File: src/rtl/mux2x1_rr_arb_if.sv
// Handshake bundle for the 2:1 round-robin stream arbiter: two sources in, one registered stream out.
interface mux2x1_rr_arb_if #(
    parameter int WIDTH = 8
);
    logic [WIDTH-1:0] a;
    logic             a_valid;
    logic             a_ready;
    logic [WIDTH-1:0] b;
    logic             b_valid;
    logic             b_ready;
    logic [WIDTH-1:0] y;
    logic             y_src;
    logic             y_valid;
    logic             y_ready;

    modport master (
        output a, a_valid, b, b_valid, y_ready,
        input  a_ready, b_ready, y, y_src, y_valid
    );

    modport slave (
        input  a, a_valid, b, b_valid, y_ready,
        output a_ready, b_ready, y, y_src, y_valid
    );
endinterface

File: src/rtl/mux2x1_rr_arb.sv
// Round-robin arbiter driving the sel of a 2:1 mux, with a registered output word
// and saturating per-source grant counters for debug.
module mux2x1_rr_arb #(
    parameter int WIDTH = 8,
    parameter int CNT_W = 8
) (
    input  logic             clk,
    input  logic             rst_n,
    mux2x1_rr_arb_if.slave   bus,
    output logic             sel,
    output logic [CNT_W-1:0] cnt_a,
    output logic [CNT_W-1:0] cnt_b
);

    logic [WIDTH-1:0] y_p0;
    logic             y_src_p0;
    logic             vld_p0;
    logic             last_p0;
    logic             sel_p0;
    logic [CNT_W-1:0] cnt_a_p0;
    logic [CNT_W-1:0] cnt_b_p0;

    logic load;
    logic any_req;
    logic grant_b;
    logic xfer;

    function automatic logic [CNT_W-1:0] sat_inc(input logic [CNT_W-1:0] c);
        return (&c) ? c : c + 1'b1;
    endfunction

    always_comb begin
        any_req = bus.a_valid | bus.b_valid;
        grant_b = sel_p0;
        if (bus.a_valid && !bus.b_valid)
            grant_b = 1'b0;
        else if (!bus.a_valid && bus.b_valid)
            grant_b = 1'b1;
        else if (bus.a_valid && bus.b_valid)
            grant_b = ~last_p0;
    end

    // Ready depends combinationally on y_ready so the stage sustains one word per cycle.
    assign load        = ~vld_p0 | bus.y_ready;
    assign bus.a_ready = load & any_req & ~grant_b;
    assign bus.b_ready = load & any_req &  grant_b;
    assign xfer        = bus.a_ready | bus.b_ready;
    assign sel         = any_req ? grant_b : sel_p0;

    // ---- output register stage ----
    always_ff @(posedge clk or negedge rst_n) begin
        if (!rst_n) begin
            y_p0     <= '0;
            y_src_p0 <= 1'b0;
            vld_p0   <= 1'b0;
            last_p0  <= 1'b1;
            sel_p0   <= 1'b0;
            cnt_a_p0 <= '0;
            cnt_b_p0 <= '0;
        end else begin
            if (any_req)
                sel_p0 <= grant_b;
            if (xfer) begin
                y_p0     <= grant_b ? bus.b : bus.a;
                y_src_p0 <= grant_b;
                vld_p0   <= 1'b1;
                last_p0  <= grant_b;
                if (grant_b)
                    cnt_b_p0 <= sat_inc(cnt_b_p0);
                else
                    cnt_a_p0 <= sat_inc(cnt_a_p0);
            end else if (bus.y_ready) begin
                vld_p0 <= 1'b0;
            end
        end
    end

    assign bus.y       = y_p0;
    assign bus.y_src   = y_src_p0;
    assign bus.y_valid = vld_p0;
    assign cnt_a       = cnt_a_p0;
    assign cnt_b       = cnt_b_p0;

endmodule

File: src/flat_wrapper.sv
// flat-port wrapper written by rule: the top's interface ports become plain ports
module mux2x1_rr_arb_flat 
#(
    parameter int WIDTH = 8,
    parameter int CNT_W = 8
)
  (clk, rst_n, sel, cnt_a, cnt_b, bus_a, bus_a_valid, bus_b, bus_b_valid, bus_y_ready, bus_a_ready, bus_b_ready, bus_y, bus_y_src, bus_y_valid);
  mux2x1_rr_arb_if #(.WIDTH(WIDTH)) bus_i ();
  input  logic clk;
  input  logic rst_n;
  output logic sel;
  output logic [CNT_W-1:0] cnt_a;
  output logic [CNT_W-1:0] cnt_b;
  input wire logic [$bits(bus_i.a)-1:0] bus_a;
  input wire logic [$bits(bus_i.a_valid)-1:0] bus_a_valid;
  input wire logic [$bits(bus_i.b)-1:0] bus_b;
  input wire logic [$bits(bus_i.b_valid)-1:0] bus_b_valid;
  input wire logic [$bits(bus_i.y_ready)-1:0] bus_y_ready;
  output wire logic [$bits(bus_i.a_ready)-1:0] bus_a_ready;
  output wire logic [$bits(bus_i.b_ready)-1:0] bus_b_ready;
  output wire logic [$bits(bus_i.y)-1:0] bus_y;
  output wire logic [$bits(bus_i.y_src)-1:0] bus_y_src;
  output wire logic [$bits(bus_i.y_valid)-1:0] bus_y_valid;
  assign bus_i.a = bus_a;
  assign bus_i.a_valid = bus_a_valid;
  assign bus_i.b = bus_b;
  assign bus_i.b_valid = bus_b_valid;
  assign bus_i.y_ready = bus_y_ready;
  assign bus_a_ready = bus_i.a_ready;
  assign bus_b_ready = bus_i.b_ready;
  assign bus_y = bus_i.y;
  assign bus_y_src = bus_i.y_src;
  assign bus_y_valid = bus_i.y_valid;
  mux2x1_rr_arb #(.WIDTH(WIDTH), .CNT_W(CNT_W)) u_core (.clk(clk), .rst_n(rst_n), .bus(bus_i), .sel(sel), .cnt_a(cnt_a), .cnt_b(cnt_b));
endmodule
File: config.mk
export PLATFORM = sky130hd
export DESIGN_NAME = mux2x1_rr_arb_flat
export DESIGN_NICKNAME = d
export VERILOG_FILES = /design/src/rtl/mux2x1_rr_arb_if.sv /design/src/rtl/mux2x1_rr_arb.sv /design/src/flat_wrapper.sv
export SDC_FILE = /design/constraint.sdc
export NUM_CORES = 1
export LEC_CHECK = 0
export ABC_CLOCK_PERIOD_IN_PS = 4150
export BUFFER_PORTS_ARGS = -buffer_cell sky130_fd_sc_hd__buf_4
export CORE_ASPECT_RATIO = 0.5
export CORE_MARGIN = 1.5
export CORE_UTILIZATION = 29
export DETAILED_ROUTE_END_ITERATION = 8
export GPL_TIMING_DRIVEN = 0
export PLACE_DENSITY = 0.54
export SLEW_MARGIN = 0
export SYNTH_ARGS = -nofsm -noshare
export SYNTH_HDL_FRONTEND = slang
export SYNTH_SLANG_ARGS = --single-unit
File: constraint.sdc
create_clock -name clk -period 4.15 [get_ports clk]
set_clock_uncertainty 0.05 [all_clocks]
set_input_delay 0.83 -clock clk [delete_from_list [all_inputs] [get_ports clk]]
set_output_delay 0.83 -clock clk [all_outputs]
set_load 0.01 [all_outputs]
# --- Word-level counts from Yosys, hierarchy flattened ---
# Cells that the tools add are included.
totals:
  inputBits: 21
  out_inout_bits: 29
  ff_bits: 28
classes:
  mux: 7
  add_sub_neg: 2
  reduce_logical: 10
  bitwise_logic: 11
op_table:
  columns: ["cell", "n"]
  rows:
  - ["$add 8x1->8 const B", 2]
  - ["$reduce_and 8->1", 2]
  - ["$mux 8", 1]
  - ["$mux 1", 6]
  - ["$reduce_and 3->1", 2]
  - ["$not 1->1", 5]
  - ["$and 1x1->1", 3]
  - ["$logic_and 1x1->1", 3]
  - ["$or 1x1->1", 3]
  - ["$logic_not 1->1", 2]
  - ["$reduce_bool 2->1", 1]

# --- Logic depth before layout (Yosys ltp) ---
# Gate-level depths: netlist of the first run.
depth:
  depth_word: 8
  ltp_mapped: 6

# --- Worst setup path before layout of the first run ---
# Ideal clock, no wire load.
synth_path:
  kind: "input -> output"
  from: "input bus_b_valid"
  to: "output sel"
  t_arrival_ps: 1368
  path_buffers: 1
  path_slack_ps: 1902
  path_stages: 4
  path_cell_list: "a21boi_2 > a21oi_1 > buf_4 > inv_1"
synth_between:
  elab_chain_cells: 5
  elab_cells_between_ends: 9
synth_lines:
  columns: ["item", "line", "rtl"]
  rows:
  - ["start: declaration", "flat_wrapper.sv:17", "input wire logic [$bits(bus_i.b_valid)-1:0] bus_b_valid;"]
  - ["$logic_and 1x1->1", "mux2x1_rr_arb.sv:39", "else if (bus.a_valid && bus.b_valid)"]
  - ["$mux 1", "mux2x1_rr_arb.sv:39", null]
  - ["$mux 1", "mux2x1_rr_arb.sv:37", "else if (!bus.a_valid && bus.b_valid)"]
  - ["$mux 1", "mux2x1_rr_arb.sv:35", "if (bus.a_valid && !bus.b_valid)"]
  - ["$mux 1 *", "mux2x1_rr_arb.sv:48", "assign sel = any_req ? grant_b : sel_p0;"]
  - ["end: declaration", "flat_wrapper.sv:11", "output logic sel;"]
# Every way passes the cells marked *; elsewhere a longest branch is shown, timed or not.

# --- Worst setup path after layout of the first run ---
# Same ends and word-level chain as after synthesis.

==> run summary, run 1 <==
Non-filler instance count after layout - 236
Worst Reg-to-Reg Cells - 4
Detail Placement HPWL - 2140 um
Critical Path AT - 1660 ps
Std-Cell Rows - 17
LEAKAGE - 0.891 nW
CTS Buffer Depth - 2
Seq cells post-synth - 28
Synth Warn # - 0
Synth cell types - 30
Reg2reg setup slack - 2390 ps
Setup TNS Final - 0 ps
Syn Inst Count - 126
Critical Path Start Type - input port
Pwr Total - 0.000953 W
Clock transition at the registers of the reported paths - 90 ps
Area of the core - 4400 sq um
Fillers - 452
Final period util - 0.612
Slew HR - 0.637
Antenna violations before repair - 0
Final Setup Violations - 0
Placement Cell Area - 1780 sq um
Port bufs - 49
Pwr dens - 521 nW/um^2
Worst vdd ir - 0.179 mV
Layout cells sized above 1 - 0.358
Sequential area share after synthesis - 0.525
Crit Path Category - in -> out
Global Route Usage Sum - 0.114
Worst Max-Slew Pin Slew - 541 ps
Largest net degree at the start of global routing - 29
Critical path, cell by cell - buf_4 -> a21boi_2 -> a21oi_1 -> buf_4 -> inv_1 -> buf_4
Commonest non-fill, non-tap cell in the layout - buf_4
Worst path slowest cell - buf_4
Main synth FF type - dfrtp_1
Root Driver - clkbuf_8
# IOs - 50
Ant. Diodes - 0
Post-DR wirelength/cell - 11.6 um
Outcome - finished clean
Number of synthesized flops with an enable pin - 0
Syn_nets - 149
Via Count - 1073
Mean Syn Cell Area - 10.6 sq um
Starting Density - 0.303
# DRC - 0
TritonCTS Buffers - 3
Post-CTS setup repair buffer count - 0
Initial DRT Pass Iterations - 4
Max-cap violations - 0
Die width - 99 um
Detail Route Antenna Nets - 0
Critical Path RT - 3270 ps
GRT overflow - 0
Ys async rst share - 1.00
First-pass GRT wire length - 4540 um
Commonest non-fill, non-tap cells in the layout - buf_4, dfrtp_1, nand2_1
Minimum clock period - 2540 ps
Fmax - 0.394 GHz
Iter 0 DRT Violations - 33
RSZ-0062 raised after global routing - false
Hold WC Path Type - in -> async
Reg-to-Reg End - u_core.cnt_a[1]
PostCTS Resize Cnt - 0
Critical Path Fanout Max - 9
Worst flop-to-flop path startpoint - u_core.cnt_a[0]
Nature of the critical path endpoint - output pin
Vias in the first global route - 1017
Clock tree sinks - 28
Placed Cells - 232
Clock insertion delay at the later pin of the skew report - 270 ps
Worst stage delay on the critical path - 210 ps
Final net count - 203
Via/cell ratio - 4.55
Hold Fails Final Rpt - 0
Final instance area - 1830 sq um
Syn-to-layout area delta - 37.0%
Fin. max-slew vios - 0
Die area - 5050 sq um
H-tree Lvls - 1
Routability cong. - 0.796
TritonCTS clock tree - built
WL final - 2750 um
Hold buffers post-CTS - 0
Mapped Area - 1340 sq um
Die Ht - 51 um
Most common cell on crit path - buf_4
critical path: cells and delay by family:
kind | cells | cell delay, ps
AOI/OAI and AO/OA | 2 | 290
buffers and inverters | 4 | 540
kinds of logic (layout without fill, tap and decap cells):
logic type / Yosys count / after routing / share of synthesized area
AOI/OAI and AO/OA: 21 / 21 / 0.0974
xor gates and xnor gates: 8 / 8 / 0.0524
adders and majority gates: 2 / 2 / 0.0187
buffers and inverters: 12 / 65 / 0.0440
DFF: 28 / 28 / 0.525
muxes: 15 / 15 / 0.118
and+or+nand+nor: 40 / 40 / 0.144
metrics by stage:
stage          setup slack (ps)   util  hold WS (ps)
6_report                   1610  0.416           408
5_1_grt                    1530  0.416           432
4_1_cts                    1590  0.416           421
3_5_place_dp               1600  0.403           421
3_3_place_gp               1600  0.403           414
2_1_floorplan              1900      -           455
how the worst max path moves through the flow:
stage / from / to / slack, ps
2_1_floorplan: bus_b_valid / sel / 1900
3_3_place_gp: bus_b_valid / sel / 1600
3_5_place_dp: bus_b_valid / sel / 1600
4_1_cts: bus_b_valid / sel / 1590
5_1_grt: bus_b_valid / sel / 1530
6_report: bus_b_valid / sel / 1610
state kept, by name (all words and copies together) (netlist names):
register	count
u_core.bus.y_src	1
u_core.bus.y	8
u_core.cnt_b	8
u_core.cnt_a	8
u_core.bus.y_valid	1
u_core.sel_p0	1
u_core.last_p0	1
power by group:
group	internal, W	switching, W	leakage, nW
sequential	0.000353	0.0000912	0.334
combinational	0.000188	0.000153	0.528
clock	0.0000849	0.0000835	0.0288
layout make-up:
class / count / area, sq um / share of cell area
inverter: 8 / 30.0 / 0.0164
buffer: 4 / 28.8 / 0.0157
clock buffer: 4 / 55.1 / 0.0301
sequential: 28 / 702 / 0.383
timing repair buffer: 49 / 368 / 0.201
tap: 57 / 71.3 / 0.0390
multi-input combinational: 86 / 576 / 0.314
cells in the mapped netlist, types with 2 or more instances:
library cell,number,share of area
nand4_1,5,0.023
nor2_1,5,0.014
o21ai_0,10,0.037
dfrtp_1,27,0.51
nand2b_1,2,0.0094
inv_1,8,0.022
mux2_1,2,0.017
nand2_1,14,0.039
a21o_1,2,0.011
a21oi_1,4,0.015
xnor2_1,5,0.033
mux2_2,4,0.034
buf_2,2,0.0075
and3_1,2,0.0094
xor2_1,3,0.020
nor3_1,3,0.011
ha_1,2,0.019
nand3_1,6,0.022
mux2i_1,9,0.067
per-layer routing:
metal | up-vias | GRT usage | share of wire
li1 | 546 | - | -
met1 | 511 | 0.146 | 0.48
met4 | 0 | 0.0143 | 0.0066
met5 | - | 0 | 0
met2 | 14 | 0.199 | 0.48
met3 | 2 | 0.0328 | 0.032
No activity file was read; power rests on OpenSTA's default activity.
==> inputs of run 2 (changes only) <==
ABC_AREA = 1   (was default)
ABC_CLOCK_PERIOD_IN_PS = 2600   (was 4150)
PLACE_DENSITY = 0.53   (was 0.54)
clock period = 2.6 ns   (was 4.15 ns; I/O delays follow)
==> run 2 against run 1 <==
Combinational power rose by 37%. Clock power rose by 61%. First-iteration DRC count fell by 9.1%. Die area rose by 13%. Count of clock-buffer cells in the layout did not move. Highest routed layer unchanged. Routed wire length rose by 25%. Area after synthesis rose by 14%. Total power rose by 43%. Flip-flop and latch count did not move.
==> run summary, run 2 <==
TritonCTS clock tree - built
Syn-to-layout area delta - 33.6%
Max-cap violations - 0 (unchanged)
Synth top area cells - dfrtp_1, nand2_1, nand3_1, inv_1, nor2_1
TritonCTS Buffers - 3 (unchanged)
# IOs - 50 (unchanged)
Initial DRT Pass Iterations - 4 (unchanged)
Fmax - 0.495 GHz
Syn_nets - 224 (+50%)
PostCTS Resize Cnt - 0 (unchanged)
Worst vdd ir - 0.326 mV (+82%)
Critical Path Start Type - flop
Die area - 5720 sq um (+13%)
WL final - 3450 um (+25%)
Top-count cell post-synth - nand2_1
Pwr dens - 673 nW/um^2 (+29%)
Starting Density - 0.306 (+0.00219)
Fillers - 518 (+15%)
Via Count - 1386 (+29%)
Outcome - finished clean
Via/cell ratio - 4.28 (-5.9%)
Setup TNS Final - 0 ps (unchanged)
Share of the synthesized area in the top cell type - 0.444 (-0.0615)
Antenna violations before repair - 0 (unchanged)
Commonest non-fill, non-tap cell in the layout - nand2_1
Syn Inst Count - 201 (+60%)
Clock transition at the registers of the reported paths - 90 ps (about the same)
CTS Buffer Depth - 2 (unchanged)
Ant. Diodes - 0 (unchanged)
Top Metal Used - met4
Hold buffers post-CTS - 0 (unchanged)
Ys async rst share - 1.00 (unchanged)
# DRC - 0 (unchanged)
Critical Path AT - 1450 ps (-210 ps)
Nature of the critical path endpoint - output pin
Port bufs - 49 (unchanged)
WL met3 - 107 um (+23%)
Synth Warn # - 0 (unchanged)
Hold Fails Final Rpt - 0 (unchanged)
Worst flop-to-flop path startpoint - u_core.cnt_a[0]
List of most frequent post-synthesis cells - nand2_1, dfrtp_1, nand3_1
Largest net degree at the start of global routing - 29 (unchanged)
H-tree Lvls - 1 (unchanged)
Critical Path Fanout Max - 10 (+1)
Minimum clock period - 2020 ps
Met1 Wirelength - 1630 um (+22%)
Hold WC Path Type - in -> async
Final Setup Violations - 0 (unchanged)
Crit path launch - u_core.bus.y_valid
Critical Path RT - 2030 ps (-1240 ps)
Crit Path Category - reg -> out
DR WL met2 - 1690 um (+29%)
Commonest non-fill, non-tap cells in the layout - nand2_1, buf_4, dfrtp_1
Final period util - 0.777
LEAKAGE - 1.08 nW (+22%)
Detail Placement HPWL - 2570 um (+20%)
Root Driver - clkbuf_8
Final net count - 278 (+37%)
Worst Max-Slew Pin Slew - 361 ps (-180 ps)
Synth cell types - 25 (-17%)
Std-Cell Rows - 18 (+1)
Die Ht - 54.2 um (+6.3%)
Post-DR wirelength/cell - 10.6 um (-8.6%)
Number of synthesized flops with an enable pin - 0 (unchanged)
Die width - 105 um (+6.5%)
Placement Cell Area - 1980 sq um (+11%)
Vias in the first global route - 1168 (+15%)
RSZ-0062 raised after global routing - false
Iter 0 DRT Violations - 30 (-9.1%)
Post-CTS setup repair buffer count - 0 (unchanged)
First-pass GRT wire length - 5440 um (+20%)
Layout cells sized above 1 - 0.280 (-0.0780)
GRT overflow - 0 (unchanged)
Sequential area share after synthesis - 0.461 (-0.0639)
Seq cells post-synth - 28 (unchanged)
Slew HR - 0.759 (+0.122)
Clock tree sinks - 28 (unchanged)
Mean Syn Cell Area - 7.57 sq um (-29%)
Fin. max-slew vios - 0 (unchanged)
Leading area contributor after synthesis - dfrtp_1
Detail Route Antenna Nets - 0 (unchanged)
Final instance area - 2030 sq um (+11%)
Routability cong. - 0.713 (-10%)
Main synth FF type - dfrtp_1
Clock insertion delay at the later pin of the skew report - 270 ps (about the same)
Area of the core - 4980 sq um (+13%)
Global Route Usage Sum - 0.122 (+0.00866)
Mapped Area - 1520 sq um (+14%)
run 2: cell types whose count changed after synthesis, moves of 5 or more:
| cell | before | now |
|---|---|---|
| nand2_1 | 14 | 90 |
| nor2_1 | 5 | 13 |
| mux2i_1 | 9 | 0 |
| nand3_1 | 6 | 22 |
| inv_1 | 8 | 15 |
| nor2_2 | 0 | 5 |
| o21ai_0 | 10 | 4 |
run 2: layer usage:
layer | vias up | track usage
li1 | 731 | -
met1 | 636 | 0.164
met2 | 17 | 0.205
met3 | 2 | 0.0298
met4 | 0 | 0.0274
met5 | - | 0
run 2: logic make-up after synthesis:
group,share of synthesized area
simple gates,0.404
flops,0.461
buf+inv,0.0617
compound gates,0.0222
xor+xnor,0.0345
fa+ha+maj,0.0164
run 2: report_power, final:
| part | total, W | internal, W | switching (W) | leakage [nW] |
|---|---|---|---|---|
| Clock | 0.000270 | 0.000136 | 0.000135 | 0.0288 |
| Sequential | 0.000628 | 0.000528 | 0.0000997 | 0.355 |
| Combinational | 0.000468 | 0.000235 | 0.000233 | 0.699 |
run 2: cell type report:
class | instances | area (sq um) | share of cell area
tap | 70 | 87.6 | 0.0431
sequential | 28 | 702 | 0.345
timing repair buffer | 49 | 368 | 0.181
inverter | 18 | 70.1 | 0.0345
multi-input combinational | 152 | 726 | 0.357
buffer | 3 | 23.8 | 0.0117
clock buffer | 4 | 55.1 | 0.0271
run 2: path summary, 6_finish.rpt:
| check | cells after the start | slack, ps | endpoint |
|---|---|---|---|
| setup / recovery | 7 | 580 | bus_a_ready |
| hold / removal | 1 | 90 | u_core.cnt_a[7] |
| setup reg to reg | 7 | 970 | u_core.cnt_a[5] |
| hold reg to reg | 2 | 450 | u_core.bus.y[1] |
| max in group asynchronous | 1 | 2100 | u_core.last_p0 |
| min in group clk | 3 | 400 | u_core.bus.y[2] |
run 2: through the flow:
stage                      util  cells  total power, W  setup slack [ps]  hold WS, ps
after floorplan               -    201        0.000879               940          174
after global placement    0.397    320         0.00110               588          419
after detailed placement  0.397    320         0.00111               590          414
after CTS                 0.408    324         0.00139               553          111
after global routing      0.408    324         0.00146               466          130
final                     0.408    324         0.00137               580         91.0
run 2: critical path, cell delays in order (launching register included):
cell	delay [ps]
dfrtp_1	390
inv_1	80
nor2_2	60
nor2_8	140
inv_4	90
nor2_2	100
buf_4	180
buf_4	140
